===== src/rtl/core_pkg.sv =====
// -----------------------------------------------------------------------------
// core_pkg
// Shared definitions for the fetch stage and its neighbours:
//   XLEN / ILEN      - address and instruction widths
//   NOP_INSTR_C      - canonical NOP (addi x0,x0,0) shown on a fetch fault
//   RESET_PC_C       - default PC loaded on reset
//   fetch_state_t    - fetch FSM states
//   is_misaligned()  - true when a byte address is not word aligned
// -----------------------------------------------------------------------------
package core_pkg;

   localparam int XLEN = 64;
   localparam int ILEN = 32;

   localparam logic [ILEN-1:0] NOP_INSTR_C = 32'h0000_0013;
   localparam logic [XLEN-1:0] RESET_PC_C  = 64'h0000_0000_0000_0000;

   typedef enum logic [2:0] {
      REQ   = 3'd0,
      WAIT  = 3'd1,
      HOLD  = 3'd2,
      DRAIN = 3'd3,
      FAULT = 3'd4
   } fetch_state_t;

   function automatic logic is_misaligned(input logic [XLEN-1:0] addr);
      return addr[1:0] != 2'b00;
   endfunction

endpackage


===== src/rtl/if_stage_if.sv =====
// -----------------------------------------------------------------------------
// if_stage_if
// Bundles the three handshakes of the fetch stage:
//   imem_req/imem_addr/imem_gnt/imem_rvalid/imem_rdata - instruction memory
//   redirect_valid/redirect_pc                         - branch/jump resolution
//   id_valid/id_ready/instruction/id_pc/fetch_fault    - decode
// Modports:
//   master - the fetch stage itself
//   slave  - the environment (memory, redirect source, decode)
//
// Handshake rules:
//   memory : a request is accepted on a cycle with imem_req & imem_gnt; exactly
//            one imem_rvalid follows each accepted request, in a later cycle.
//            An ungranted request may be withdrawn.
//   decode : an instruction transfers on a cycle with id_valid & id_ready;
//            while id_valid=1 and id_ready=0 the presented fields stay stable.
// -----------------------------------------------------------------------------
interface if_stage_if;
   import core_pkg::*;

   logic            imem_req;
   logic [XLEN-1:0] imem_addr;
   logic            imem_gnt;
   logic            imem_rvalid;
   logic [ILEN-1:0] imem_rdata;

   logic            redirect_valid;
   logic [XLEN-1:0] redirect_pc;

   logic            id_valid;
   logic            id_ready;
   logic [ILEN-1:0] instruction;
   logic [XLEN-1:0] id_pc;
   logic            fetch_fault;

   modport master (
      output imem_req, imem_addr,
      input  imem_gnt, imem_rvalid, imem_rdata,
      input  redirect_valid, redirect_pc,
      output id_valid, instruction, id_pc, fetch_fault,
      input  id_ready
   );

   modport slave (
      input  imem_req, imem_addr,
      output imem_gnt, imem_rvalid, imem_rdata,
      output redirect_valid, redirect_pc,
      input  id_valid, instruction, id_pc, fetch_fault,
      output id_ready
   );

endinterface


===== src/rtl/if_stage_pc_reg.sv =====
// -----------------------------------------------------------------------------
// pc_reg
// Program counter of the fetch stage.
//   clk, rst  - clock, asynchronous active-low reset (loads RESET_PC)
//   load      - load load_pc (low two bits forced to zero); wins over inc
//   load_pc   - redirect target
//   inc       - advance by one instruction word (+4, wraps at 2^64)
//   pc        - current PC, always word aligned
// -----------------------------------------------------------------------------
module pc_reg
   import core_pkg::*;
#(
   parameter logic [XLEN-1:0] RESET_PC = RESET_PC_C
) (
   input  logic            clk,
   input  logic            rst,
   input  logic            load,
   input  logic [XLEN-1:0] load_pc,
   input  logic            inc,
   output logic [XLEN-1:0] pc
);

   always_ff @(posedge clk or negedge rst) begin
      if (!rst) begin
         pc <= RESET_PC;
      end else if (load) begin
         pc <= {load_pc[XLEN-1:2], 2'b00};
      end else if (inc) begin
         pc <= pc + 64'd4;
      end
   end

endmodule


===== src/rtl/if_stage.sv =====
// -----------------------------------------------------------------------------
// if_stage
// Instruction fetch stage: owns the PC, fetches one 32-bit word at a time from
// instruction memory and presents it with its PC to decode. Redirects override
// everything; a response that was already granted is drained and dropped.
// A misaligned redirect presents NOP_INSTR with fetch_fault=1 and parks in
// FAULT until an aligned redirect arrives.
//
// Ports:
//   clk          - core clock, rising edge
//   rst          - asynchronous active-low reset
//   bus          - if_stage_if.master (memory, redirect and decode handshakes)
//   dbg_state    - current FSM state, for observation
//   perf_fetched - (IF_PERF_CNT_EN only) instructions handed to decode
//   perf_stall   - (IF_PERF_CNT_EN only) cycles with id_valid & !id_ready
//
// Build option: define IF_PERF_CNT_EN to add the two performance counters.
// -----------------------------------------------------------------------------
module if_stage
   import core_pkg::*;
#(
   parameter logic [XLEN-1:0] RESET_PC  = RESET_PC_C,
   parameter logic [ILEN-1:0] NOP_INSTR = NOP_INSTR_C
) (
   input  logic         clk,
   input  logic         rst,
   if_stage_if.master   bus,
   output fetch_state_t dbg_state
`ifdef IF_PERF_CNT_EN
   ,
   output logic [63:0]  perf_fetched,
   output logic [63:0]  perf_stall
`endif
);

   fetch_state_t    state_q, state_d;
   logic            id_valid_q, id_valid_d;
   logic [ILEN-1:0] instr_q, instr_d;
   logic [XLEN-1:0] id_pc_q, id_pc_d;
   logic            fault_q, fault_d;
   // A misaligned redirect arrived while a response was still owed: enter
   // FAULT once DRAIN has swallowed that response.
   logic            pend_q, pend_d;
   logic            pc_inc;
   logic            owed;
   logic [XLEN-1:0] pc;

   pc_reg #(.RESET_PC(RESET_PC)) u_pc_reg (
      .clk     (clk),
      .rst     (rst),
      .load    (bus.redirect_valid),
      .load_pc (bus.redirect_pc),
      .inc     (pc_inc),
      .pc      (pc)
   );

   // Gated by rst so no request leaves the block while reset is held.
   assign bus.imem_req    = rst & (state_q == REQ);
   assign bus.imem_addr   = pc;
   assign bus.id_valid    = id_valid_q;
   assign bus.instruction = instr_q;
   assign bus.id_pc       = id_pc_q;
   assign bus.fetch_fault = fault_q;
   assign dbg_state       = state_q;

   always_ff @(posedge clk or negedge rst) begin
      if (!rst) begin
         state_q    <= REQ;
         id_valid_q <= 1'b0;
         instr_q    <= '0;
         id_pc_q    <= '0;
         fault_q    <= 1'b0;
         pend_q     <= 1'b0;
      end else begin
         state_q    <= state_d;
         id_valid_q <= id_valid_d;
         instr_q    <= instr_d;
         id_pc_q    <= id_pc_d;
         fault_q    <= fault_d;
         pend_q     <= pend_d;
      end
   end

   always_comb begin
      state_d    = state_q;
      id_valid_d = id_valid_q;
      instr_d    = instr_q;
      id_pc_d    = id_pc_q;
      fault_d    = fault_q;
      pend_d     = pend_q;
      pc_inc     = 1'b0;
      owed       = 1'b0;

      unique case (state_q)
         REQ: begin
            if (bus.imem_gnt) state_d = WAIT;
         end
         WAIT: begin
            if (bus.imem_rvalid) begin
               instr_d    = bus.imem_rdata;
               id_pc_d    = pc;
               id_valid_d = 1'b1;
               pc_inc     = 1'b1;
               state_d    = HOLD;
            end
         end
         HOLD: begin
            if (bus.id_ready) begin
               id_valid_d = 1'b0;
               state_d    = REQ;
            end
         end
         DRAIN: begin
            // The owed response is dropped; id_pc/instruction were already
            // loaded with the fault values when the redirect was taken.
            if (bus.imem_rvalid) begin
               pend_d = 1'b0;
               if (pend_q) begin
                  id_valid_d = 1'b1;
                  fault_d    = 1'b1;
                  state_d    = FAULT;
               end else begin
                  state_d = REQ;
               end
            end
         end
         FAULT: begin
            // Released only by an aligned redirect below.
         end
         default: state_d = REQ;
      endcase

      if (bus.redirect_valid) begin
         // A response is still owed if a grant happens now, or one was granted
         // earlier and its data has not shown up yet (this cycle included).
         owed = ((state_q == REQ)   &&  bus.imem_gnt)    ||
                ((state_q == WAIT)  && !bus.imem_rvalid) ||
                ((state_q == DRAIN) && !bus.imem_rvalid);
         pc_inc     = 1'b0;
         id_valid_d = 1'b0;
         fault_d    = 1'b0;
         pend_d     = 1'b0;
         if (is_misaligned(bus.redirect_pc)) begin
            instr_d = NOP_INSTR;
            id_pc_d = bus.redirect_pc;
            if (owed) begin
               pend_d  = 1'b1;
               state_d = DRAIN;
            end else begin
               id_valid_d = 1'b1;
               fault_d    = 1'b1;
               state_d    = FAULT;
            end
         end else begin
            state_d = owed ? DRAIN : REQ;
         end
      end
   end

`ifdef IF_PERF_CNT_EN
   always_ff @(posedge clk or negedge rst) begin
      if (!rst) begin
         perf_fetched <= '0;
         perf_stall   <= '0;
      end else begin
         if ((state_q == HOLD) && id_valid_q && bus.id_ready && !bus.redirect_valid)
            perf_fetched <= perf_fetched + 64'd1;
         if (id_valid_q && !bus.id_ready)
            perf_stall <= perf_stall + 64'd1;
      end
   end
`endif

endmodule


===== src/flat_wrapper.sv =====
// flat-port wrapper written by rule: the top's interface ports become plain ports
module if_stage_flat import core_pkg::*;
#(
   parameter logic [XLEN-1:0] RESET_PC  = RESET_PC_C,
   parameter logic [ILEN-1:0] NOP_INSTR = NOP_INSTR_C
)
  (clk, rst, dbg_state, bus_imem_req, bus_imem_addr, bus_imem_gnt, bus_imem_rvalid, bus_imem_rdata, bus_redirect_valid, bus_redirect_pc, bus_id_valid, bus_instruction, bus_id_pc, bus_fetch_fault, bus_id_ready);
  if_stage_if bus_i ();
  input  logic clk;
  input  logic rst;
  output fetch_state_t dbg_state;
  output wire logic [$bits(bus_i.imem_req)-1:0] bus_imem_req;
  output wire logic [$bits(bus_i.imem_addr)-1:0] bus_imem_addr;
  input wire logic [$bits(bus_i.imem_gnt)-1:0] bus_imem_gnt;
  input wire logic [$bits(bus_i.imem_rvalid)-1:0] bus_imem_rvalid;
  input wire logic [$bits(bus_i.imem_rdata)-1:0] bus_imem_rdata;
  input wire logic [$bits(bus_i.redirect_valid)-1:0] bus_redirect_valid;
  input wire logic [$bits(bus_i.redirect_pc)-1:0] bus_redirect_pc;
  output wire logic [$bits(bus_i.id_valid)-1:0] bus_id_valid;
  output wire logic [$bits(bus_i.instruction)-1:0] bus_instruction;
  output wire logic [$bits(bus_i.id_pc)-1:0] bus_id_pc;
  output wire logic [$bits(bus_i.fetch_fault)-1:0] bus_fetch_fault;
  input wire logic [$bits(bus_i.id_ready)-1:0] bus_id_ready;
  assign bus_imem_req = bus_i.imem_req;
  assign bus_imem_addr = bus_i.imem_addr;
  assign bus_i.imem_gnt = bus_imem_gnt;
  assign bus_i.imem_rvalid = bus_imem_rvalid;
  assign bus_i.imem_rdata = bus_imem_rdata;
  assign bus_i.redirect_valid = bus_redirect_valid;
  assign bus_i.redirect_pc = bus_redirect_pc;
  assign bus_id_valid = bus_i.id_valid;
  assign bus_instruction = bus_i.instruction;
  assign bus_id_pc = bus_i.id_pc;
  assign bus_fetch_fault = bus_i.fetch_fault;
  assign bus_i.id_ready = bus_id_ready;
  if_stage #(.RESET_PC(RESET_PC), .NOP_INSTR(NOP_INSTR)) u_core (.clk(clk), .rst(rst), .bus(bus_i), .dbg_state(dbg_state));
endmodule

===== config.mk =====
export PLATFORM = sky130hd
export DESIGN_NAME = if_stage_flat
export DESIGN_NICKNAME = d
export VERILOG_FILES = /design/src/rtl/core_pkg.sv /design/src/rtl/if_stage_if.sv /design/src/rtl/if_stage_pc_reg.sv /design/src/rtl/if_stage.sv /design/src/flat_wrapper.sv
export SDC_FILE = /design/constraint.sdc
export NUM_CORES = 1
export LEC_CHECK = 0
export BUFFER_PORTS_ARGS = -buffer_cell sky130_fd_sc_hd__buf_2
export CAP_MARGIN = 30
export CORE_MARGIN = 2
export CORE_UTILIZATION = 50
export DETAILED_ROUTE_END_ITERATION = 8
export MAX_ROUTING_LAYER = met4
export PLACE_DENSITY = 0.79
export RECOVER_POWER = 25
export SLEW_MARGIN = 20
export SYNTH_ARGS = -nofsm -noshare
export SYNTH_HDL_FRONTEND = slang
export SYNTH_SLANG_ARGS = --single-unit

===== constraint.sdc =====
create_clock -name clk -period 2.5 [get_ports clk]
set_input_delay 0.375 -clock clk [delete_from_list [all_inputs] [get_ports clk]]
set_output_delay 0.375 -clock clk [all_outputs]
set_load 0.1 [all_outputs]

==> results.txt <==
outcome - finished, final reports clean
Mapped Cells - 987
Post-layout nets - 1336
hold crit path type - primary input to register
most common cell in the netlist - nand2_1
critical path arrival - 2.72 ns
final wirelength - 24.8 mm
met2 wire len - 11.8 mm
register bit total from synthesis - 164
Design Power - 11.6 mW
Die X-Extent - 133 um
yosys warns - 0
CP Max Fanout - 8
Ports - 268
RSZ-0062 raised after global routing - no
starting density of the core - 0.505
Metal-1 WL - 10.8 mm
Fin Hold WS - 0.161 ns
top cells by count, synth - nand2_1 (267), dfrtp_1 (164), nor2_1 (89), a31oi_1 (75), clkbuf_1 (63)
# DRC - 0
worst path cell trace - nand4bb_4 > buf_4 > or4_4 > or3_1 > or3_1 > a31oi_1
Worst path max stage delay - 0.47 ns
vias per inst - 5.69
die area - 17600 um^2
Post-synth EDFFs - 0
max capacitance violation total - 0
Worst path slowest cell - dfrtp_4
startpoint types - register
Storage cell area - 4180 um^2
reg-to-reg startpoint - u_core.dbg_state[1]$_DFFE_PN0P_
post_cts resized - 0
CTS tree - yes
syn_area_per_cell - 8.40 um^2
multiplexer share of the synthesized area - 0.00362
clock skew after layout - 0.0130 ns
post-synthesis compound-gate area fraction - 0.131
sequential element share of the synthesized area - 0.495
count of cell types in the netlist - 56
Worst setup EP type - register
fin crit period - 2.37 ns
initial antenna violation count - 1
Final WS setup - 0.133 ns
gpl congestion - 0.869
Slew Limit Fails - 0
vias in the first global route - 7817
total negative slack - 0 ns
Setup CP Type - register to register
clk_lat worst skew - 0.44 ns
PwrDens - 1090 nW/um^2
Rel. slew slack - 0.412
Setup Fix Bufs, Post-CTS - 0
met3 wire len - 1.68 mm
share of cells above drive strength 1 - 0.315
Setup crit start - u_core.dbg_state[1]$_DFFE_PN0P_
switching pwr - 6.17 mW
die height - 133 um
reg2reg setup slack - 0.13 ns
Post-Synth Simple-Gate Area - 0.290
Post-Synth XOR/XNOR Area - 0.0370
wire length per cell - 16.9 um
1st-iter DRT viols - 748
clk buf depth - 2
Num Clock Sinks - 164
H-tree depth - 4
worst path bufs/invs - 1
Routed Antenna Nets - 0
P_leak - 4.77 nW
share of Yosys cell area claimed by the top area cell type - 0.495
sw frac - 0.531
combinational family with the most area after synthesis - simple AND/OR/NAND/NOR gates
Hold Buf Count CTS - 0
port buffer count - 265
area leader, netlist - dfrtp_1
f_max - 423 MHz
most frequent CP cell - or3_1
Area Overhead vs Synth - 28.3%
Mapped Area - 8290 um^2
Vias - 8340
total CTS buffers - 17
power share of the combinational group - 0.468
First-pass DRT Iterations - 6
fillers - 1389
first-pass GRT wire length - 40.2 mm
largest cells by area after synthesis - dfrtp_1 (50%), nand2_1 (12%), a31oi_1 (5.7%), nor2_1 (4.0%), xnor2_1 (3.0%)
top sig layer - met4
Peak supply drop - 0.000850 V
CTS root buf - clkbuf_16
worst slew pin tran - 0.882 ns
Primary FF master, synth - dfrtp_1
max reg flops - 64
dpl hpwl - 17.2 mm
Post-synth ARST share - 1.00
Final Util - 0.648
period utilization - 0.947
Cell Rows - 47
Hold Crit Start - bus_imem_rdata[4]
CORE AREA - 16400 um^2
sequential share of power - 0.305
final setup violation count - 0
largest net degree at the start of global routing - 165
Multi-input gate area - 3920 um^2
internal power - 5.44 mW
Clock transition at path regs - 0.07 ns
Final Hold Violating Endpoints - 0
Clk pwr share - 0.227
area share of fa/ha/maj cells after synthesis - 0.00151
CP delay by family, top - simple AND/OR/NAND/NOR gates
Worst EP required - 2.85 ns
gr ovfl total - 0
GRT Total Usage - 0.290
worst slack, placed - 0.0553 ns
-- logic make-up (layout without fill, tap and decap cells) --
kind of cell / Yosys count / count (layout)
buffers and inverters: 85 / 343
muxes: 3 / 3
AOI/OAI and AO/OA: 181 / 181
DFF: 164 / 164
xor gates and xnor gates: 35 / 35
and+or+nand+nor: 517 / 517
adders and majority gates: 1 / 1
other: 1 / 3
-- final cells by class --
cell class	instances	share of cell area
sequential	164	0.393
tap	220	0.0259
inverter	11	0.00388
clock buffer	17	0.0400
clock inverter	15	0.0153
timing repair buffer	300	0.153
multi-input combinational	739	0.369
antenna	1	0.000235
-- layer usage --
metal / up-vias / track usage
met1: 3987 / 0.393
met5: - / -
met2: 375 / 0.438
li1: 3933 / -
met3: 45 / 0.0598
met4: 0 / 0.0962
-- worst register-to-register path, stage by stage, from the launching register on --
cell and delay (ns):
dfrtp_4 0.47, nand4bb_4 0.24, buf_4 0.19, or4_4 0.47, or3_1 0.40, or3_1 0.35, a31oi_1 0.17
-- cells in the final DEF (no fill, tap or decap), types with 4 or more instances in the layout --
cell type,Yosys,routed
nand4_1,25,25
a31oi_1,75,75
buf_2,2,263
or4_1,9,8
nor4_1,23,21
nand2_1,267,267
nor3_1,13,13
xor2_1,7,7
inv_1,11,11
inv_6,0,5
nor4_4,2,4
or3_1,12,12
clkinvlp_4,0,4
a221o_1,5,5
dfrtp_1,164,119
buf_4,2,33
a22oi_1,5,5
dfrtp_4,0,6
and4_1,5,5
o21ai_0,46,46
xnor2_1,28,28
nand3_1,37,37
a21oi_1,34,34
dfrtp_2,0,39
nor2b_1,7,7
and3_1,6,6
clkbuf_16,0,17
nor2_1,89,88
-- final timing paths --
check / to / cells after the start
max in group asynchronous: u_core.u_pc_reg.pc[47]$_DFFE_PN0P_ / 2
hold reg to reg: u_core.bus.id_pc[0]$_DFF_PN0_ / 2
setup reg to reg: u_core.u_pc_reg.pc[51]$_DFFE_PN0P_ / 6
hold / removal: u_core.bus.instruction[4]$_DFF_PN0_ / 3
setup / recovery: u_core.u_pc_reg.pc[51]$_DFFE_PN0P_ / 6
min in group asynchronous: u_core.bus.id_pc[7]$_DFF_PN0_ / 2
-- stage by stage --
stage	instances	instance area (um^2)
global placement	1434	10000
detailed placement	1434	10000
floorplan	988	8390
finish	1467	10600
CTS	1466	10600
global route	1467	10600
-- power groups by stage --
| stage | clock network, mW | registers, mW | logic (mW) |
|---|---|---|---|
| final | 2.63 | 3.54 | 5.44 |
| after global routing | 2.78 | 3.60 | 5.66 |
| after CTS | 2.65 | 3.53 | 5.45 |
| after detailed placement | 0 | 3.57 | 5.44 |
| after global placement | 0 | 3.56 | 5.40 |
| after floorplan | 0 | 6.91 | 1.06 |
No activity file was read; power rests on OpenSTA's default activity.
